$ cat config.mk
export PLATFORM = sky130hd
export DESIGN_NAME = string_printer_q
export DESIGN_NICKNAME = d
export VERILOG_FILES = /design/src/rtl/string_printer_q.sv
export SDC_FILE = /design/constraint.sdc
export NUM_CORES = 1
export LEC_CHECK = 0
export ABC_AREA = 1
export CAP_MARGIN = 5
export CORE_ASPECT_RATIO = 0.6
export CORE_MARGIN = 2
export CORE_UTILIZATION = 48
export DETAILED_ROUTE_END_ITERATION = 12
export PLACE_DENSITY = 0.88
export SLEW_MARGIN = 40
export SYNTH_ARGS = -nofsm -noshare
export SYNTH_HDL_FRONTEND = slang
export SYNTH_SLANG_ARGS = --single-unit
$ cat constraint.sdc
create_clock -name clk -period 2 [get_ports clk]
set_input_delay 0.4 -clock clk [delete_from_list [all_inputs] [get_ports clk]]
set_output_delay 0.4 -clock clk [all_outputs]
set_load 0.02 [all_outputs]
$ cat src/rtl/string_printer_q.sv
// string_printer_q: streams a ROM string byte by byte to uart_tx, with a one-deep request buffer and abort.
// Define PRINTER_CRLF_EN to append CR LF after every string (including empty ones).
//
// state  | meaning
// IDLE   | waiting for a buffered request
// SETUP  | latch clamped length, point ROM at byte 0
// FETCH  | one cycle of ROM read latency
// SEND   | launch a string byte to uart_tx
// WAIT   | byte in flight, waiting for tx_done
// TAIL   | launch CR or LF (PRINTER_CRLF_EN only)
// FINISH | pulse done / aborted
module string_printer_q #(
    parameter int ID_W = 2,
    parameter int MAX_LEN = 32,
    localparam int LEN_W = $clog2(MAX_LEN + 1),
    localparam int ADDR_W = $clog2(MAX_LEN)
) (
    input  logic              clk,
    input  logic              rst_n,
    input  logic              req_valid,
    output logic              req_ready,
    input  logic [ID_W-1:0]   req_id,
    input  logic              abort,
    output logic [ID_W-1:0]   rom_id,
    output logic [ADDR_W-1:0] rom_addr,
    input  logic [LEN_W-1:0]  rom_len,
    input  logic [7:0]        rom_data,
    output logic [7:0]        tx_data,
    output logic              tx_start,
    input  logic              tx_done,
    output logic              busy,
    output logic              done,
    output logic              aborted
);

    typedef enum logic [2:0] {
        IDLE,
        SETUP,
        FETCH,
        SEND,
        WAIT,
        FINISH
`ifdef PRINTER_CRLF_EN
        , TAIL
`endif
    } state_t;

    state_t              state, state_n;
    logic                pend_valid, pend_valid_n;
    logic [ID_W-1:0]     pend_id, pend_id_n;
    logic [ID_W-1:0]     rom_id_n;
    logic [ADDR_W-1:0]   rom_addr_n;
    logic [ADDR_W-1:0]   idx, idx_n;
    logic [LEN_W-1:0]    len, len_n;
    logic [7:0]          tx_data_n;
    logic                tx_start_n, done_n, aborted_n;
    logic                abrt, abrt_n;
`ifdef PRINTER_CRLF_EN
    logic                in_tail, in_tail_n;
    logic                tail_lf, tail_lf_n;
`endif

    logic                accept, pop, last_byte;
    logic [LEN_W-1:0]    len_clamped;

    assign req_ready   = !pend_valid && !abort;
    assign accept      = req_valid && req_ready;
    assign pop         = (state == IDLE) && pend_valid && !abort;
    assign busy        = (state != IDLE);
    assign len_clamped = (rom_len > LEN_W'(MAX_LEN)) ? LEN_W'(MAX_LEN) : rom_len;
    assign last_byte   = (LEN_W'(idx) == len - LEN_W'(1));

    always_ff @(posedge clk) begin
        if (!rst_n) begin
            state      <= IDLE;
            pend_valid <= 1'b0;
            pend_id    <= '0;
            rom_id     <= '0;
            rom_addr   <= '0;
            idx        <= '0;
            len        <= '0;
            tx_data    <= '0;
            tx_start   <= 1'b0;
            done       <= 1'b0;
            aborted    <= 1'b0;
            abrt       <= 1'b0;
`ifdef PRINTER_CRLF_EN
            in_tail    <= 1'b0;
            tail_lf    <= 1'b0;
`endif
        end else begin
            state      <= state_n;
            pend_valid <= pend_valid_n;
            pend_id    <= pend_id_n;
            rom_id     <= rom_id_n;
            rom_addr   <= rom_addr_n;
            idx        <= idx_n;
            len        <= len_n;
            tx_data    <= tx_data_n;
            tx_start   <= tx_start_n;
            done       <= done_n;
            aborted    <= aborted_n;
            abrt       <= abrt_n;
`ifdef PRINTER_CRLF_EN
            in_tail    <= in_tail_n;
            tail_lf    <= tail_lf_n;
`endif
        end
    end

    always_comb begin
        state_n      = state;
        pend_valid_n = pend_valid;
        pend_id_n    = pend_id;
        rom_id_n     = rom_id;
        rom_addr_n   = rom_addr;
        idx_n        = idx;
        len_n        = len;
        tx_data_n    = tx_data;
        tx_start_n   = 1'b0;
        done_n       = 1'b0;
        aborted_n    = 1'b0;
        abrt_n       = abrt;
`ifdef PRINTER_CRLF_EN
        in_tail_n    = in_tail;
        tail_lf_n    = tail_lf;
`endif

        // abort wins over everything in the buffer; pop and accept cannot overlap since accept needs it empty
        if (abort) begin
            pend_valid_n = 1'b0;
        end else begin
            if (pop) pend_valid_n = 1'b0;
            if (accept) begin
                pend_valid_n = 1'b1;
                pend_id_n    = req_id;
            end
        end

        case (state)
            IDLE: begin
                if (pop) begin
                    rom_id_n = pend_id;
                    state_n  = SETUP;
                end
            end
            SETUP: begin
                len_n      = len_clamped;
                idx_n      = '0;
                rom_addr_n = '0;
                if (abort) begin
                    abrt_n  = 1'b1;
                    state_n = FINISH;
                end else if (len_clamped == '0) begin
`ifdef PRINTER_CRLF_EN
                    state_n = TAIL;
`else
                    state_n = FINISH;
`endif
                end else begin
                    state_n = FETCH;
                end
            end
            FETCH: begin
                if (abort) begin
                    abrt_n  = 1'b1;
                    state_n = FINISH;
                end else begin
                    state_n = SEND;
                end
            end
            SEND: begin
                if (abort) begin
                    abrt_n  = 1'b1;
                    state_n = FINISH;
                end else begin
                    tx_data_n  = rom_data;
                    tx_start_n = 1'b1;
                    state_n    = WAIT;
                end
            end
            WAIT: begin
                // abort is a level that may drop before tx_done, so it is remembered in abrt
                if (abort) abrt_n = 1'b1;
                if (tx_done) begin
                    if (abrt || abort) begin
                        state_n = FINISH;
`ifdef PRINTER_CRLF_EN
                    end else if (in_tail) begin
                        if (tail_lf) begin
                            state_n = FINISH;
                        end else begin
                            tail_lf_n = 1'b1;
                            state_n   = TAIL;
                        end
`endif
                    end else if (last_byte) begin
`ifdef PRINTER_CRLF_EN
                        state_n = TAIL;
`else
                        state_n = FINISH;
`endif
                    end else begin
                        idx_n      = idx + ADDR_W'(1);
                        rom_addr_n = idx + ADDR_W'(1);
                        state_n    = FETCH;
                    end
                end
            end
`ifdef PRINTER_CRLF_EN
            TAIL: begin
                if (abort) begin
                    abrt_n  = 1'b1;
                    state_n = FINISH;
                end else begin
                    tx_data_n  = tail_lf ? 8'h0A : 8'h0D;
                    tx_start_n = 1'b1;
                    in_tail_n  = 1'b1;
                    state_n    = WAIT;
                end
            end
`endif
            FINISH: begin
                done_n    = 1'b1;
                aborted_n = abrt;
                abrt_n    = 1'b0;
`ifdef PRINTER_CRLF_EN
                in_tail_n = 1'b0;
                tail_lf_n = 1'b0;
`endif
                state_n   = IDLE;
            end
            default: state_n = IDLE;
        endcase
    end

endmodule

Word-level counts from Yosys, hierarchy flattened
Index checks and enable logic that the tools add are counted. W data, S select, Z words.

Register bits after elaboration: 31. Input port bits: 21. Output and inout port bits: 20.

Add/subtract/negate cells: 2. $lt $le $gt $ge: 1. Eq/ne operators: 11. Multiplexer cells: 20. Bitwise operators: 2. Reductions and logical operators: 23.

Operator list (count): $mux W3 (7); $mux W5 (3); $pmux W3 S5 (1); $reduce_and A2 Y1 (7); $pmux W5 S2 (1); $ne A2 B2 Y1 const B (4); $eq A3 B2 Y1 const B (2); $eq A3 B3 Y1 const B (2); $eq A5 B6 Y1 (1); $gt A6 B6 Y1 const B (1); $logic_not A6 Y1 (1); $mux W1 (6); $mux W6 (1); $reduce_bool A2 Y1 (3); $sub A6 B1 Y6 const B (1); $add A5 B1 Y5 const B (1); $logic_and A1 B1 Y1 (4); $reduce_and A4 Y1 (1); $reduce_or A4 Y1 (1); $eq A3 B1 Y1 const B (1); $logic_not A3 Y1 (1); $reduce_bool A3 Y1 (1); $logic_not A1 Y1 (2); $ne A2 B1 Y1 const B (1); other kinds (4) (5).

Depth between registers and ports, before layout
Depth after elaboration: 6. Mapped depth: 15.

Worst setup path after synthesis
No wires, ideal clock.

Path kind: reg2reg. Start point: reg len[0]. End point: reg idx[1]. Library setup time: 0.130 ns. Arrival: 1.469 ns. Data required time: 1.870 ns. Setup slack: 0.401 ns. Stages on the path, launching flop included: 12. Cells stage by stage: dfxtp_1 inv_2 ha_1 xnor2_1 nor2_1 nand2_1 nor2_4 nand3_2 nand3_4 nand2_1 clkinv_1 nor3_2.

Cells in the longest elaborated chain, start to end: 4.

Ends and longest elaborated chain: from (decl) (line 54) `logic [LEN_W-1:0] len, len_n;`; from (signal assigned) (line 98) `len <= len_n;`; $sub A6 B1 Y6 (line 71) `assign last_byte = (LEN_W'(idx) == len - LEN_W'(1));`; $eq A5 B6 Y1 (line 71); $ne A2 B2 Y1 (no line); $reduce_and A4 Y1 (no line); to (signal assigned) (line 97) `idx <= idx_n;`; to (decl) (line 53) `logic [ADDR_W-1:0] idx, idx_n;`.

No other way between the ends. A chain may end at the register's enable or synchronous reset.

Worst setup path after layout
Start point: reg len[0]. End point: reg state[1].

Cells in the longest elaborated chain, start to end: 6.

Ends and longest elaborated chain: $sub A6 B1 Y6 (line 71); $eq A5 B6 Y1 (line 71); $mux W3 (line 197) `end else if (last_byte) begin`; $mux W3 (line 186) `if (abrt || abort) begin`; $mux W3 (line 185) `if (tx_done) begin`; $pmux W3 S5 (line 140) `case (state)`; to (signal assigned) (line 92) `state <= state_n;`; to (decl) (line 48) `state_t state, state_n;`.

No other way between the ends. The select of a mux whose other input is x is not followed.

==> results.rst <==
.. list-table::
   :header-rows: 1

   * - Metric
     - Value
   * - Result of the run
     - finished, final reports clean
   * - Layout Nets
     - 288
   * - Pwr dens
     - 622.8 nW/um^2
   * - Mean Syn Cell Area
     - 7.012 sq um
   * - Global-route usage over all layers
     - 0.2105
   * - Number of violations reported at the end of detailed-routing iteration 0
     - 139
   * - Via count of the first global-routing pass
     - 1246
   * - Global-route wire length before repair
     - 5733 microns
   * - I/O pin cnt
     - 41
   * - Clock latency on the worst-skew pair
     - a little under 0.3 ns
   * - RSZ-0062 raised after global routing
     - false
   * - Number of nets with antenna violations after routing
     - 0
   * - Final-report max-slew violation count
     - 0
   * - Min setup slack post-route
     - 0.1838 ns
   * - Worst endpoint data arrival time
     - 1.98 ns
   * - Post-Syn Area
     - around 1500 sq um
   * - Largest fanout of any net on the critical path
     - 7
   * - Number of levels the H-tree was split into
     - 2
   * - Most area-hungry cell type in the Yosys netlist
     - sky130_fd_sc_hd__dfxtp_1
   * - Normalized max-slew margin
     - 0.7441
   * - Area added between synthesis and finish
     - 35.77%
   * - Tightest Pin Transition
     - approximately 0.38 ns
   * - Main area contributors after synthesis
     - sky130_fd_sc_hd__dfxtp_1, sky130_fd_sc_hd__nor2_1, sky130_fd_sc_hd__nand2_1, sky130_fd_sc_hd__o21ai_0, sky130_fd_sc_hd__nand3_1
   * - Max VDD drop
     - 0.4488 mV
   * - Die extent in y
     - 47.92 microns
   * - Syn Nets
     - 243
   * - Total inserted antenna cells
     - 0
   * - CP required
     - ~2.2 ns
   * - Initial core utilization
     - 0.5203
   * - Final setup fails
     - 0
   * - Final Instance Count excl. Fillers
     - 308
   * - Type of element capturing the critical path
     - flip-flop
   * - Total core area
     - 2965 sq um
   * - Top-area cell type share of the netlist area
     - 0.4023
   * - Number of different library cells in the post-synthesis netlist
     - 32
   * - Total of buffers placed on input and output ports
     - 40
   * - Total power after layout
     - 1.305 mW
   * - Fraction of layout cells with a size suffix above 1
     - 0.1015
   * - Final Hold Viols
     - 0
   * - Kind of path behind the tightest hold check
     - flip-flop to flip-flop
   * - Via Count
     - between 1500 and 2000
   * - Total wire length after detailed routing
     - 3525 microns
   * - Flip-flop and latch count after synthesis
     - 31
   * - Warnings from Yosys
     - 0
   * - Synthesized netlist cell count
     - 220
   * - F_max
     - 550.6 MHz
   * - CTS tree
     - built
   * - Half-perimeter wire length after placement
     - ~2700 microns
   * - Antenna violations before repair
     - 0
   * - Aggregate negative setup slack
     - 0 ns
   * - Die Wd
     - slightly below 80 microns
   * - Setup slack after placement
     - 0.01394 ns
   * - Lkg Pwr
     - 0.8575 nW
   * - Number of detailed-routing iterations run before antenna repair
     - 4
   * - Setup bufs post-CTS
     - 0
   * - Die ar.
     - approximately 3700 sq um
   * - Element type at the critical path start
     - flip-flop
   * - Vias per cell
     - 4.955
   * - Pin count of the biggest net entering global routing
     - 13
   * - Number of placement rows
     - 15
   * - Gpl congestion
     - 0.8478
   * - Root buffer selected by CTS
     - sky130_fd_sc_hd__clkbuf_8
   * - Worst-path clk slew
     - around 0.06 ns
   * - Avg WL per Cell
     - 11.44 microns
   * - Count of unresolved DRC violations after routing
     - 0
   * - Setup Skew
     - 0.004581 ns
   * - Number of buffers created by CTS
     - 5
   * - Placed Cells
     - 300
   * - Min Clock Period, post-route
     - between 1.5 and 2 ns
   * - Max capacitance violation total
     - 0
   * - Clock sink total
     - 31
   * - Buffer levels on the longest clock path
     - 2
   * - Final Cycle Share
     - 0.9081
   * - Critical Setup Path Class
     - flip-flop to flip-flop
   * - Post-synthesis sequential area ratio
     - 0.4023
   * - Total grt overflow
     - 0
## per-layer routing
layer / vias to the layer above / part of all wire / wire (microns) / global-route usage
li1: 800 / - / - / -
met1: 669 / 0.53 / 1855 / 0.3005
met2: 50 / 0.39 / 1382 / 0.2922
met3: 7 / 0.062 / 219 / 0.05849
met4: 0 / 0.019 / 67 / 0.1071
met5: - / 0 / 0 / 0
## what timing repair did
action,CTS,global route
setup endpoints to repair,1,2
hold buffers,0,0
gates resized for setup,1,2
## flip-flops by register name (all words and copies together), names as in the netlist
name and flops:
aborted 1, abrt 1, done 1, idx 5, len 6, pend_id 2, pend_valid 1, rom_id 2
state 3, tx_data 8, tx_start 1
## kinds of logic (layout without fill, tap and decap cells)
logic type,count (synthesis),in the layout,synth area share
AOI/OAI and AO/OA,32,32,0.1079
xor gates and xnor gates,4,4,0.02271
adders and majority gates,2,2,0.01622
buffers and inverters,33,79,0.08678
DFF,31,31,0.4023
and+or+nand+nor,118,118,0.3642
## area by class of cell
type,count,area [sq um]
fill,267,870.8
multi-input combinational,156,788.3
sequential,31,621.8
timing repair buffer,43,424.2
inverter,28,107.6
clock buffer,8,100.1
tap,42,52.55
## cell usage after synthesis, drive strengths merged
library cell	number
a21oi	7
o21ai	24
nor4	2
dfxtp	31
clkinv	1
xor2	2
nor2	49
nand3	19
buf	2
ha	2
a211oi	1
xnor2	2
nand2	37
and3	1
nor3b	1
or2	1
clkbuf	3
nor3	4
nand4	4
inv	27
## metrics by stage
stage | hold WS (ns) | instance area (sq um) | util
floorplan | 0.4496 | 1543 | -
global placement | 0.4615 | 1992 | 0.6717
detailed placement | 0.4695 | 1992 | 0.6717
CTS | 0.4831 | 2091 | 0.7051
global route | 0.5137 | 2095 | 0.7063
finish | 0.4786 | 2095 | 0.7063
## critical path, cell delays in order, from the launching register on
cell and delay [ns]:
sky130_fd_sc_hd__dfxtp_2 0.37, sky130_fd_sc_hd__inv_2 0.08, sky130_fd_sc_hd__ha_1 0.34, sky130_fd_sc_hd__xnor2_1 0.14, sky130_fd_sc_hd__nor2_1 0.10, sky130_fd_sc_hd__nand2_1 0.10
sky130_fd_sc_hd__nor2_4 0.14, sky130_fd_sc_hd__nand2_1 0.06, sky130_fd_sc_hd__nand2_1 0.07, sky130_fd_sc_hd__o21ai_0 0.11, sky130_fd_sc_hd__o21ai_1 0.15, sky130_fd_sc_hd__nor2_1 0.05
## where the power goes
group / switching (mW) / total, mW / internal, mW / leakage [nW]
Combinational: 0.0629 / 0.130 / 0.0666 / 0.555
Sequential: 0.00647 / 0.633 / 0.626 / 0.251
Clock: 0.229 / 0.542 / 0.314 / 0.0515
## placed cells by master, fill, tap and decap left out
cell                              instances
sky130_fd_sc_hd__o21ai_1                  3
sky130_fd_sc_hd__a21oi_1                  7
sky130_fd_sc_hd__nand3_4                  1
sky130_fd_sc_hd__nand4_1                  4
sky130_fd_sc_hd__nor3b_1                  1
sky130_fd_sc_hd__dfxtp_1                 30
sky130_fd_sc_hd__clkinv_1                 1
sky130_fd_sc_hd__nand3_1                 17
sky130_fd_sc_hd__clkdlybuf4s50_1         38
sky130_fd_sc_hd__ha_1                     2
sky130_fd_sc_hd__dlymetal6s2s_1           1
sky130_fd_sc_hd__nor2_8                   1
sky130_fd_sc_hd__and3_1                   1
sky130_fd_sc_hd__buf_4                    3
sky130_fd_sc_hd__nand3_2                  1
sky130_fd_sc_hd__nand2_4                  2
sky130_fd_sc_hd__o21ai_0                 20
sky130_fd_sc_hd__nor2_1                  45
sky130_fd_sc_hd__nor2_4                   1
sky130_fd_sc_hd__inv_4                    1
sky130_fd_sc_hd__clkbuf_1                 1
sky130_fd_sc_hd__clkbuf_8                 7
sky130_fd_sc_hd__o21ai_2                  1
sky130_fd_sc_hd__inv_1                   21
sky130_fd_sc_hd__xor2_1                   2
sky130_fd_sc_hd__dfxtp_2                  1
sky130_fd_sc_hd__or2_1                    1
sky130_fd_sc_hd__nor3_2                   1
sky130_fd_sc_hd__nor3_1                   3
sky130_fd_sc_hd__a211oi_1                 1
sky130_fd_sc_hd__inv_2                    5
sky130_fd_sc_hd__dlygate4sd2_1            1
sky130_fd_sc_hd__nand2_1                 35
sky130_fd_sc_hd__nor2_2                   2
sky130_fd_sc_hd__nor4_1                   2
sky130_fd_sc_hd__xnor2_1                  2
## worst paths after layout
path / from / end / slack, ns / depth (start not counted)
max: len[0] / state[1] / 0.18 / 11
min: pend_id[1] / pend_id[1] / 0.48 / 2
max reg2reg: len[0] / state[1] / 0.18 / 11
min reg2reg: pend_id[1] / pend_id[1] / 0.48 / 2
Power figures use the tool's default switching activity.
